<file path="src/rtl/qam16_symbol_feeder_pkg.sv">
// QAM16 symbol feeder: shared FSM encoding and Gray level table.
// Levels are stored as multiples of the unit amplitude AMP.
package qam16_symbol_feeder_pkg;

  typedef enum logic {
    IDLE = 1'b0,
    RUN  = 1'b1
  } state_t;

  localparam int SYMS_PER_SYM = 16;

  localparam int LVL_00 = -3;
  localparam int LVL_01 = -1;
  localparam int LVL_11 = 1;
  localparam int LVL_10 = 3;

endpackage

</file>
<file path="src/rtl/qam16_level_map.sv">
// QAM16 Gray pair to signed level conversion.
// Purely combinational; one instance per rail.
module qam16_level_map #(
  parameter int width_sym = 16,
  parameter int AMP       = 8192
) (
  input  logic [1:0]           pair,
  output logic [width_sym-1:0] level
);
  import qam16_symbol_feeder_pkg::*;

  localparam logic [width_sym-1:0] L00 =
    width_sym'(LVL_00 * AMP);
  localparam logic [width_sym-1:0] L01 =
    width_sym'(LVL_01 * AMP);
  localparam logic [width_sym-1:0] L11 =
    width_sym'(LVL_11 * AMP);
  localparam logic [width_sym-1:0] L10 =
    width_sym'(LVL_10 * AMP);

  always_comb begin
    level = '0;
    unique case (1'b1)
      (pair == 2'b00): level = L00;
      (pair == 2'b01): level = L01;
      (pair == 2'b11): level = L11;
      (pair == 2'b10): level = L10;
    endcase
  end

endmodule

</file>
<file path="src/rtl/qam16_symbol_feeder.sv">
// QAM16 symbol feeder: serial bits -> 16-sample I/Q symbols.
// One pending slot lets the next symbol load with no gap cycle.
module qam16_symbol_feeder #(
  parameter int width_sym = 16,
  parameter int width_sel = 4,
  parameter int AMP       = 8192
) (
  input  logic                 clk,
  input  logic                 rst,
  input  logic                 bit_in,
  input  logic                 bit_valid,
  output logic                 bit_ready,
  output logic [width_sym-1:0] data_i,
  output logic [width_sym-1:0] data_q,
  output logic [width_sel-1:0] sel,
  output logic                 start,
  output logic                 underrun
);
  import qam16_symbol_feeder_pkg::*;

  state_t state, state_n;

  // Three shifted bits; the 4th goes straight into pending.
  logic [2:0] collect;
  logic [1:0] cnt;
  logic [3:0] pending;
  logic       pending_full;
  logic       accept;
  logic       load;
  logic       last;

  logic [width_sym-1:0] lvl_i, lvl_q;
  logic [width_sym-1:0] data_i_n, data_q_n;
  logic [width_sel-1:0] sel_n;
  logic                 start_n, underrun_n;

  assign bit_ready = !pending_full;
  assign accept    = bit_valid && bit_ready;
  assign last      = (sel == '1);

  qam16_level_map #(
    .width_sym (width_sym),
    .AMP       (AMP)
  ) u_map_i (
    .pair  (pending[3:2]),
    .level (lvl_i)
  );

  qam16_level_map #(
    .width_sym (width_sym),
    .AMP       (AMP)
  ) u_map_q (
    .pair  (pending[1:0]),
    .level (lvl_q)
  );

  always_ff @(posedge clk or posedge rst) begin
    if (rst) begin
      collect      <= '0;
      cnt          <= '0;
      pending      <= '0;
      pending_full <= 1'b0;
    end else if (accept) begin
      if (cnt == 2'd3) begin
        pending      <= {collect, bit_in};
        pending_full <= 1'b1;
        cnt          <= '0;
        collect      <= '0;
      end else begin
        collect <= {collect[1:0], bit_in};
        cnt     <= cnt + 2'd1;
      end
    end else if (load) begin
      pending_full <= 1'b0;
    end
  end

  always_comb begin
    state_n    = state;
    load       = 1'b0;
    data_i_n   = data_i;
    data_q_n   = data_q;
    sel_n      = sel;
    start_n    = start;
    underrun_n = 1'b0;
    unique case (state)
      IDLE: begin
        start_n  = 1'b0;
        sel_n    = '0;
        data_i_n = '0;
        data_q_n = '0;
        if (pending_full) begin
          load     = 1'b1;
          state_n  = RUN;
          start_n  = 1'b1;
          data_i_n = lvl_i;
          data_q_n = lvl_q;
        end
      end
      RUN: begin
        start_n = 1'b1;
        sel_n   = sel + 1'b1;
        if (last) begin
          sel_n = '0;
          if (pending_full) begin
            load     = 1'b1;
            data_i_n = lvl_i;
            data_q_n = lvl_q;
          end else begin
            state_n    = IDLE;
            start_n    = 1'b0;
            data_i_n   = '0;
            data_q_n   = '0;
            underrun_n = 1'b1;
          end
        end
      end
    endcase
  end

  always_ff @(posedge clk or posedge rst) begin
    if (rst) begin
      state    <= IDLE;
      data_i   <= '0;
      data_q   <= '0;
      sel      <= '0;
      start    <= 1'b0;
      underrun <= 1'b0;
    end else begin
      state    <= state_n;
      data_i   <= data_i_n;
      data_q   <= data_q_n;
      sel      <= sel_n;
      start    <= start_n;
      underrun <= underrun_n;
    end
  end

endmodule
</file>
<file path="config.mk">
export PLATFORM = sky130hd
export DESIGN_NAME = qam16_symbol_feeder
export DESIGN_NICKNAME = d
export VERILOG_FILES = /design/src/rtl/qam16_symbol_feeder_pkg.sv /design/src/rtl/qam16_level_map.sv /design/src/rtl/qam16_symbol_feeder.sv
export SDC_FILE = /design/constraint.sdc
export NUM_CORES = 1
export LEC_CHECK = 0
export CORE_ASPECT_RATIO = 1.4
export CORE_MARGIN = 2
export CORE_UTILIZATION = 45
export CTS_BUF_LIST = sky130_fd_sc_hd__clkbuf_8
export DETAILED_ROUTE_END_ITERATION = 8
export PLACE_DENSITY_LB_ADDON = 0.2
export SETUP_SLACK_MARGIN = 0.05
export SLEW_MARGIN = 30
export SYNTH_ARGS = -nofsm -noshare
export SYNTH_HDL_FRONTEND = slang
export SYNTH_SLANG_ARGS = --single-unit
</file>
<file path="constraint.sdc">
create_clock -name clk -period 1.4 [get_ports clk]
set_input_delay 0.21 -clock clk [delete_from_list [all_inputs] [get_ports clk]]
set_output_delay 0.21 -clock clk [all_outputs]
set_load 0.01 [all_outputs]
</file>
==> metrics, run 1 <==
worst r2r src pending_full; post-route setup slack 0.118 ns; Hold Buf Count CTS 0; FF-to-FF setup slack 0.12 ns; WL/cell 10.4 um; Sequential Power Share 40.4%; row count 21; Ys Warns 0; CP endpoint cnt[1]; Layout area overhead 14.2%; Worst Setup Path Type reg2reg; NetSw 0.927 mW; Adder-Cell Fraction of Synth Area 4.50%; die area 2890 um^2; post-synthesis compound-gate area fraction 6.52%; # setup viols final 0; Comb pwr share 45.2%; total CTS buffers 3; vias in the first global route 633; post-synthesis simple-gate area fraction 13.2%; outcome finished, final reports clean; switch share 35.5%; GRT overflow 0; Tot GR Track Use 12.7%; total negative setup slack 0 ns; XOR/XNOR share of the synthesized area 2.36%; Pwr per Cell Area 2060 nW/um^2; clk buf depth 2; Crit. End Element flop; Crit Path Max Fanout 9; Worst Setup SP pending_full; core area 2360 um^2; skew final 0.00203 ns; maximum capacitance violations 0; boundary pin count 43; die width 46.0 um; most common cell after layout, fill and taps aside conb_1; Final Max Tran Viols 0; antenna viol nets, final 0; diodes inserted 0; Initial Utilization 47.0%; CTS H-tree lvls 1; global-route wire length before repair 2.74 mm; Clock power frac 14.3%; Clock Root Buffer clkbuf_8; DRT iter0 DRCs 3; syn avg cell area 10.8 um^2; DRC violations left 0; clk_lat worst skew 0.25 ns; CP startpoint kind flop; synthesized instance count 103; Critical Path AT 1.42 ns; mapped cell area 1110 um^2; Hold Crit Class in2async; most frequent cells in the layout conb_1, dfrtp_1, dlygate4sd2_1; r2r worst-path depth 3; Die H 62.8 um; Peak Freq 780 MHz; P_leak 0.692 nW; router iterations before antenna repair 2; number of antenna violations at the first check in global routing 0; GP Congestion 0.707; total number of vias 670; Tcrit/Tclk final 91.6%; combinational family with the most area after synthesis buffers and inverters; clock transition at the registers of the reported paths 0.07 ns; Place WS 0.0326 ns; register area share after synthesis 47.2%; layout cells sized above 1 16.8%; Port Buffers 16; r2r endpoint cnt[1]; Distinct cells, synth 24; fin nets 134; Worst EP required 1.54 ns; unrepaired setup endpoints after global routing false; Final Critical Period 1.28 ns; Pint 1.68 mW; Final Hold Vio Count 0; #FFs+latches synth 21; CTS tree built; final wirelength 1.54 mm; maximum vdd drop 1100 uV; post-synthesis mux area share 5.40%; CTS sink cnt 21; Final HPWL DP 1.19 mm; largest net degree at the start of global routing 22; Vias/cell 4.53
critical path: stages, from the launching register on:
cell and delay, ns:
dfrtp_1 0.41, buf_4 0.16, nand2b_1 0.26, mux2_4 0.34
synthesized netlist by cell type:
| cell type | count | share of area [%] |
|---|---|---|
| inv_2 | 1 | 0.34 |
| nand3_4 | 1 | 1.6 |
| mux2_2 | 4 | 4.0 |
| xnor2_1 | 1 | 0.79 |
| nand2b_1 | 4 | 2.2 |
| dfrtp_1 | 21 | 47 |
| buf_2 | 2 | 0.90 |
| and2_1 | 2 | 1.1 |
| ha_1 | 4 | 4.5 |
| buf_4 | 27 | 18 |
| inv_1 | 3 | 1.0 |
| o31ai_2 | 2 | 2.2 |
| nor3b_1 | 1 | 0.68 |
| o21ai_0 | 8 | 3.6 |
| mux2_4 | 1 | 1.3 |
| nor3_1 | 1 | 0.45 |
| xor2_1 | 2 | 1.6 |
| a21o_1 | 1 | 0.68 |
| nand3_2 | 1 | 0.90 |
| nand2_1 | 6 | 2.0 |
| nor2_1 | 2 | 0.68 |
| nand3_1 | 6 | 2.7 |
| conb_1 | 1 | 0.34 |
| and2_4 | 1 | 0.79 |
metal layers:
metal | global-route usage, % | part of all wire [%] | vias to the layer above
met1 | 16.4 | 42 | 318
met5 | 0 | 0 | -
met2 | 20.0 | 53 | 20
met3 | 1.73 | 4.5 | 2
met4 | 6.43 | 0.58 | 0
li1 | - | - | 330
timing repair:
item | in CTS | in global routing
gates resized for setup | 10 | 4
endpoints found under the setup margin | 11 | 5
setup buffers | 3 | 0
sequential cells by signal (all words and copies together) (netlist names):
| signal | flops |
|---|---|
| sel | 4 |
| data_i | 2 |
| cnt | 2 |
| collect | 3 |
| pending_full | 1 |
| data_q | 3 |
| pending | 4 |
| state | 1 |
| underrun | 1 |
layout make-up:
cell class                      instances  area (um^2)
Timing Repair Buffer                   22          200
Inverter                                4         15.0
Tap cell                               23         28.8
Clock buffer                            3         41.3
Clock inverter                          1         3.75
Fill cell                             218         1090
Multi-Input combinational cell         74          455
Sequential cell                        21          526
power groups by stage:
stage               Combinational [mW]  Sequential, mW  Clock [mW]
floorplan                        0.737            1.14           0
global placement                  1.16            1.10           0
detailed placement                1.19            1.11           0
CTS                               1.21            1.06       0.387
global route                      1.34            1.10       0.417
finish                            1.18            1.06       0.375
worst min-delay path by stage:
stage	to	slack, ns
floorplan	cnt[0]	0.19
global placement	collect[2]	0.48
detailed placement	collect[2]	0.47
CTS	state	0.29
global route	pending[1]	0.34
finish	data_q[14]	0.28
metrics by stage:
step                      util (%)  hold slack (ns)  instance area (um^2)  power (mW)  cells
after floorplan                  -            0.187                  1210        1.87    128
after global placement        51.0            0.480                  1200        2.26    141
after detailed placement      51.0            0.472                  1200        2.30    141
after CTS                     53.3            0.291                  1260        2.66    148
after global routing          53.7            0.344                  1270        2.86    148
final                         53.7            0.284                  1270        2.61    148
kinds of logic (layout without fill, tap and decap cells):
| kind of cell | count (synthesis) | count (layout) |
|---|---|---|
| XOR/XNOR | 3 | 3 |
| multiplexers | 5 | 5 |
| buffers and inverters | 33 | 30 |
| other | 1 | 26 |
| adder cells (fa/ha/maj) | 4 | 4 |
| AO/OA/AOI/OAI | 11 | 11 |
| flip-flops | 21 | 21 |
| AND/OR/NAND/NOR | 25 | 25 |
Power figures use the tool's default switching activity.
==> inputs of run 2 (changes only) <==
- CORE_MARGIN: 2 -> 1.5
==> metrics, run 2 (synthesis results as in run 1) <==
r2r worst-path depth 3 (unchanged); Layout area overhead 13.6% (was 14.2%); skew final 0.00117 ns (was 0.00203 ns); Hold Crit Class in2async (unchanged); # setup viols final 0 (unchanged); buffer and inverter count on the worst path 1 (unchanged); family with the most delay on the worst path buffers and inverters (was flip-flops); core area 2360 um^2 (unchanged); DRT iter0 DRCs 1 (was 3); GR Layer Usage met1 15.6% (was 16.4%); total negative setup slack 0 ns (unchanged); Crit. End Element output port (was flop); design area 1260 um^2 (was 1270 um^2); diodes inserted 0 (unchanged); Final HPWL DP 1.19 mm (about the same); largest net degree at the start of global routing 22 (unchanged); fin nets 134 (unchanged); CTS sink cnt 21 (unchanged); registers with the most flip-flops pending: 4 flops, sel: 4 flops (unchanged); WL/cell 10.4 um (about the same); most frequent cells in the layout conb_1, dfrtp_1, dlygate4sd2_1 (unchanged); Peak Freq 761 MHz (was 780 MHz); global-route wire length before repair 2.64 mm (was 2.74 mm); maximum vdd drop 1100 uV (about the same); placed cell count 141 (unchanged); clk buf depth 2 (unchanged); area of the multi-input gates 455 um^2 (unchanged); vias in the first global route 606 (was 633); Critical Path AT 1.10 ns (was 1.42 ns); worst r2r src pending_full (unchanged); clk_lat worst skew 0.25 ns (about the same); Clock Root Buffer clkbuf_8 (unchanged); placed cell area 1200 um^2 (unchanged); fill cell count 237 (was 218); CP cell instances clkdlybuf4s50_1 (was buf_4 > nand2b_1 > mux2_4); P_leak 0.662 nW (was 0.692 nW); DRC violations left 0 (unchanged); Die H 61.8 um (was 62.8 um); Crit Path Max Fanout 1 (was 9); final non-filler cell total 148 (unchanged); Pwr per Cell Area 2060 nW/um^2 (about the same); unrepaired setup endpoints after global routing false (unchanged); most common cell after layout, fill and taps aside conb_1 (unchanged); r2r endpoint cnt[1] (unchanged); register area 526 um^2 (unchanged); row count 21 (unchanged); final wirelength 1.54 mm (about the same); Vias/cell 4.56 (was 4.53); Worst Setup Path Type reg2out (was reg2reg); Port Buffers 16 (unchanged); Tot GR Track Use 13.5% (was 12.7%); router iterations before antenna repair 4 (was 2); clock transition at the registers of the reported paths 0.07 ns (about the same); Final Critical Period 1.31 ns (was 1.28 ns); FF-to-FF setup slack 0.11 ns (was 0.12 ns); Final Hold Vio Count 0 (unchanged); boundary pin count 43 (unchanged); total CTS buffers 3 (unchanged); CTS H-tree lvls 1 (unchanged); Initial Utilization 47.0% (unchanged); die area 2780 um^2 (was 2890 um^2); GP Congestion 0.730 (was 0.707); number of antenna violations at the first check in global routing 0 (unchanged); M2 GR Usage 23.1% (was 20.0%); antenna viol nets, final 0 (unchanged); Hold Buf Count CTS 0 (unchanged); Worst EP required 1.19 ns (was 1.54 ns); maximum capacitance violations 0 (unchanged); Top Usage Layer GRT met2 (unchanged); grt met3 use 1.73% (unchanged); CP startpoint kind flop (unchanged); die width 45.0 um (was 46.0 um); Final Max Tran Viols 0 (unchanged); GRT overflow 0 (unchanged); CTS tree built (unchanged); Tot Pwr 2.61 mW (about the same); Tcrit/Tclk final 93.9% (was 91.6%); total number of vias 675 (was 670); CP peak stage delay 0.52 ns (was 0.41 ns); Slowest-stage cell, CP clkdlybuf4s50_1 (was dfrtp_1); outcome finished, final reports clean (unchanged); layout cells sized above 1 16.8% (unchanged)
-- run 2: changes by cell type in the layout (fill, tap and decap cells not counted) --
cell,change
clkdlybuf4s50_1,+1
dlygate4sd2_1,+1
dlymetal6s2s_1,-2
-- run 2: worst max-delay path by stage --
stage                            start         end  slack [ns]  cells past startpoint
after floorplan                 sel[0]  data_i[14]        0.18                      4
final                         underrun    underrun        0.09                      1
after detailed placement     bit_valid      cnt[1]        0.02                      3
after global routing      pending_full      cnt[1]        0.06                      3
after global placement       bit_valid      cnt[1]        0.06                      3
after CTS                       sel[2]      sel[2]        0.05                      1
-- run 2: cell type report --
type | instances | area share, %
Sequential cell | 21 | 41.6
Clock buffer | 3 | 3.27
Tap cell | 23 | 2.28
Clock inverter | 1 | 0.297
Multi-Input combinational cell | 74 | 36.0
Timing Repair Buffer | 22 | 15.3
Inverter | 4 | 1.19
-- run 2: metrics by stage --
step	hold slack, ns	util (%)	setup WS (ns)
after global placement	0.481	51.0	0.0626
after global routing	0.326	53.4	0.0558
final	0.281	53.4	0.0860
after floorplan	0.187	-	0.176
after detailed placement	0.484	51.0	0.0216
after CTS	0.296	53.2	0.0546
-- run 2: layer usage --
layer	part of all wire (%)	vias to the layer above	routed length [um]
met5	0	-	0
met4	2.5	0	38
met3	4.3	4	67
met2	50	25	773
met1	43	319	661
li1	-	327	-
-- run 2: repair_timing --
item / 4_1_cts / 5_1_grt
pin swaps: 0 / 0
setup endpoints to repair: 12 / 2
hold endpoints to repair: 0 / 0
setup buffers: 3 / 0
resized for setup: 11 / 2
-- run 2: power breakdown --
| group | switching, mW | total [mW] | leakage, nW | internal, mW |
|---|---|---|---|---|
| clock | 0.184 | 0.379 | 0.0269 | 0.195 |
| sequential | 0.172 | 1.06 | 0.263 | 0.884 |
| combinational | 0.573 | 1.17 | 0.372 | 0.599 |
| total | 0.928 | 2.61 | 0.662 | 1.68 |
==> inputs of run 3 (changes only) <==
- CAP_MARGIN: not set -> 20
- CORE_MARGIN: 1.5 -> not set
==> metrics, run 3 (synthesis results as in run 1) <==
maximum vdd drop 987 uV (was 1100 uV); Tcrit/Tclk final 93.3% (was 93.9%); Crit. End Element output port (unchanged); worst r2r src cnt[0] (was pending_full); number of antenna violations at the first check in global routing 0 (unchanged); WL/cell 11.0 um (was 10.4 um); register area 526 um^2 (unchanged); Final Hold Vio Count 0 (unchanged); Final Max Tran Viols 0 (unchanged); most frequent cells in the layout conb_1, dfrtp_1, dlygate4sd2_1 (unchanged); Initial Utilization 49.4% (was 47.0%); Final Critical Period 1.31 ns (about the same); clk_lat worst skew 0.26 ns (was 0.25 ns); Final HPWL DP 1.26 mm (was 1.19 mm); GRT overflow 0 (unchanged); largest net degree at the start of global routing 22 (unchanged); vias in the first global route 650 (was 606); layout cells sized above 1 16.7% (was 16.8%); Hold Crit Class in2async (unchanged); grt met3 use 1.79% (was 1.73%); row count 20 (was 21); Top Usage Layer GRT met2 (unchanged); CP startpoint kind flop (unchanged); P_leak 0.668 nW (was 0.662 nW); CP cell instances clkdlybuf4s50_1 (unchanged); Hold Buf Count CTS 0 (unchanged); GR Layer Usage met1 14.6% (was 15.6%); M2 GR Usage 26.3% (was 23.1%); die width 44.0 um (was 45.0 um); CTS sink cnt 21 (unchanged); Crit Path Max Fanout 1 (unchanged); final wirelength 1.63 mm (was 1.54 mm); clock transition at the registers of the reported paths 0.07 ns (about the same); fin nets 135 (was 134); Worst EP required 1.19 ns (about the same); buffer and inverter count on the worst path 1 (unchanged); Clock Root Buffer clkbuf_8 (unchanged); CTS H-tree lvls 1 (unchanged); Worst Setup SP underrun (unchanged); Port Buffers 16 (unchanged); diodes inserted 0 (unchanged); CTS tree built (unchanged); total number of vias 670 (was 675); most common cell after layout, fill and taps aside conb_1 (unchanged); # setup viols final 0 (unchanged); family with the most delay on the worst path buffers and inverters (unchanged); unrepaired setup endpoints after global routing false (unchanged); DRT iter0 DRCs 17 (was 1); fill cell count 209 (was 237); core area 2250 um^2 (was 2360 um^2); router iterations before antenna repair 8 (was 4); Pwr per Cell Area 2070 nW/um^2 (was 2060 nW/um^2); total CTS buffers 3 (unchanged); clk buf depth 2 (unchanged); DRC violations left 0 (unchanged); Peak Freq 766 MHz (was 761 MHz); outcome finished, final reports clean (unchanged); maximum capacitance violations 0 (unchanged); area of the multi-input gates 453 um^2 (was 455 um^2); Tot GR Track Use 14.0% (was 13.5%); Critical Path AT 1.10 ns (about the same); registers with the most flip-flops pending: 4 flops, sel: 4 flops (unchanged); Layout area overhead 13.9% (was 13.6%); die area 2680 um^2 (was 2780 um^2); skew final 0.00146 ns (was 0.00117 ns); GP Congestion 0.684 (was 0.730); total negative setup slack 0 ns (unchanged); Vias/cell 4.53 (was 4.56); CP peak stage delay 0.52 ns (about the same); Final Util 56.3% (was 53.4%); boundary pin count 43 (unchanged); Die H 60.8 um (was 61.8 um); Worst Setup Path Type reg2out (unchanged); Slowest-stage cell, CP clkdlybuf4s50_1 (unchanged); global-route wire length before repair 2.74 mm (was 2.64 mm); antenna viol nets, final 0 (unchanged)
-- run 3: changes by cell type in the layout (fill, tap and decap cells not counted) --
cell,change
buf_4,+1
ha_1,+1
ha_2,-1
-- run 3: power breakdown --
group / switching [mW] / internal, mW / leakage, nW
Sequential: 0.169 / 0.884 / 0.263
Combinational: 0.586 / 0.605 / 0.378
Clock: 0.182 / 0.195 / 0.0269
Total: 0.937 / 1.68 / 0.668
-- run 3: layout make-up --
class / instances / share of cell area (%)
Sequential cell: 21 / 41.5
Multi-Input combinational cell: 74 / 35.7
Timing Repair Buffer: 23 / 15.9
Clock buffer: 3 / 3.26
Tap cell: 22 / 2.17
Inverter: 4 / 1.18
Clock inverter: 1 / 0.296
-- run 3: timing repair --
action,in CTS,in global routing
setup endpoints to repair,12,1
resized for setup,11,1
buffers inserted,3,0
-- run 3: metal layers --
layer	up-vias	part of all wire [%]
met5	-	0
met1	316	40
met2	22	54
li1	327	-
met3	5	3.1
met4	0	2.0
-- run 3: worst register-to-register path, stage by stage, from the launching register on --
cell	delay (ns)
dfrtp_1	0.40
ha_1	0.26
nand3_2	0.15
mux2_2	0.35
-- run 3: worst paths after layout --
path                       depth (start not counted)  slack [ns]         end
setup / recovery                                   1        0.09    underrun
hold / removal                                     3        0.27  pending[2]
setup reg to reg                                   3        0.13  pending[3]
hold reg to reg                                    1        0.48      sel[0]
max in group asynchronous                          3        0.92      sel[3]
min in group clk                                   1        0.48      sel[0]
-- run 3: stage by stage --
stage / worst slack, ns / cells / power (mW) / cell area, um^2 / hold WS, ns
after floorplan: 0.176 / 128 / 1.87 / 1210 / 0.187
after global placement: 0.0914 / 141 / 2.27 / 1210 / 0.479
after detailed placement: 0.0565 / 141 / 2.32 / 1210 / 0.484
after CTS: 0.0540 / 148 / 2.66 / 1260 / 0.284
after global routing: 0.0632 / 148 / 2.83 / 1270 / 0.296
final: 0.0943 / 148 / 2.62 / 1270 / 0.274
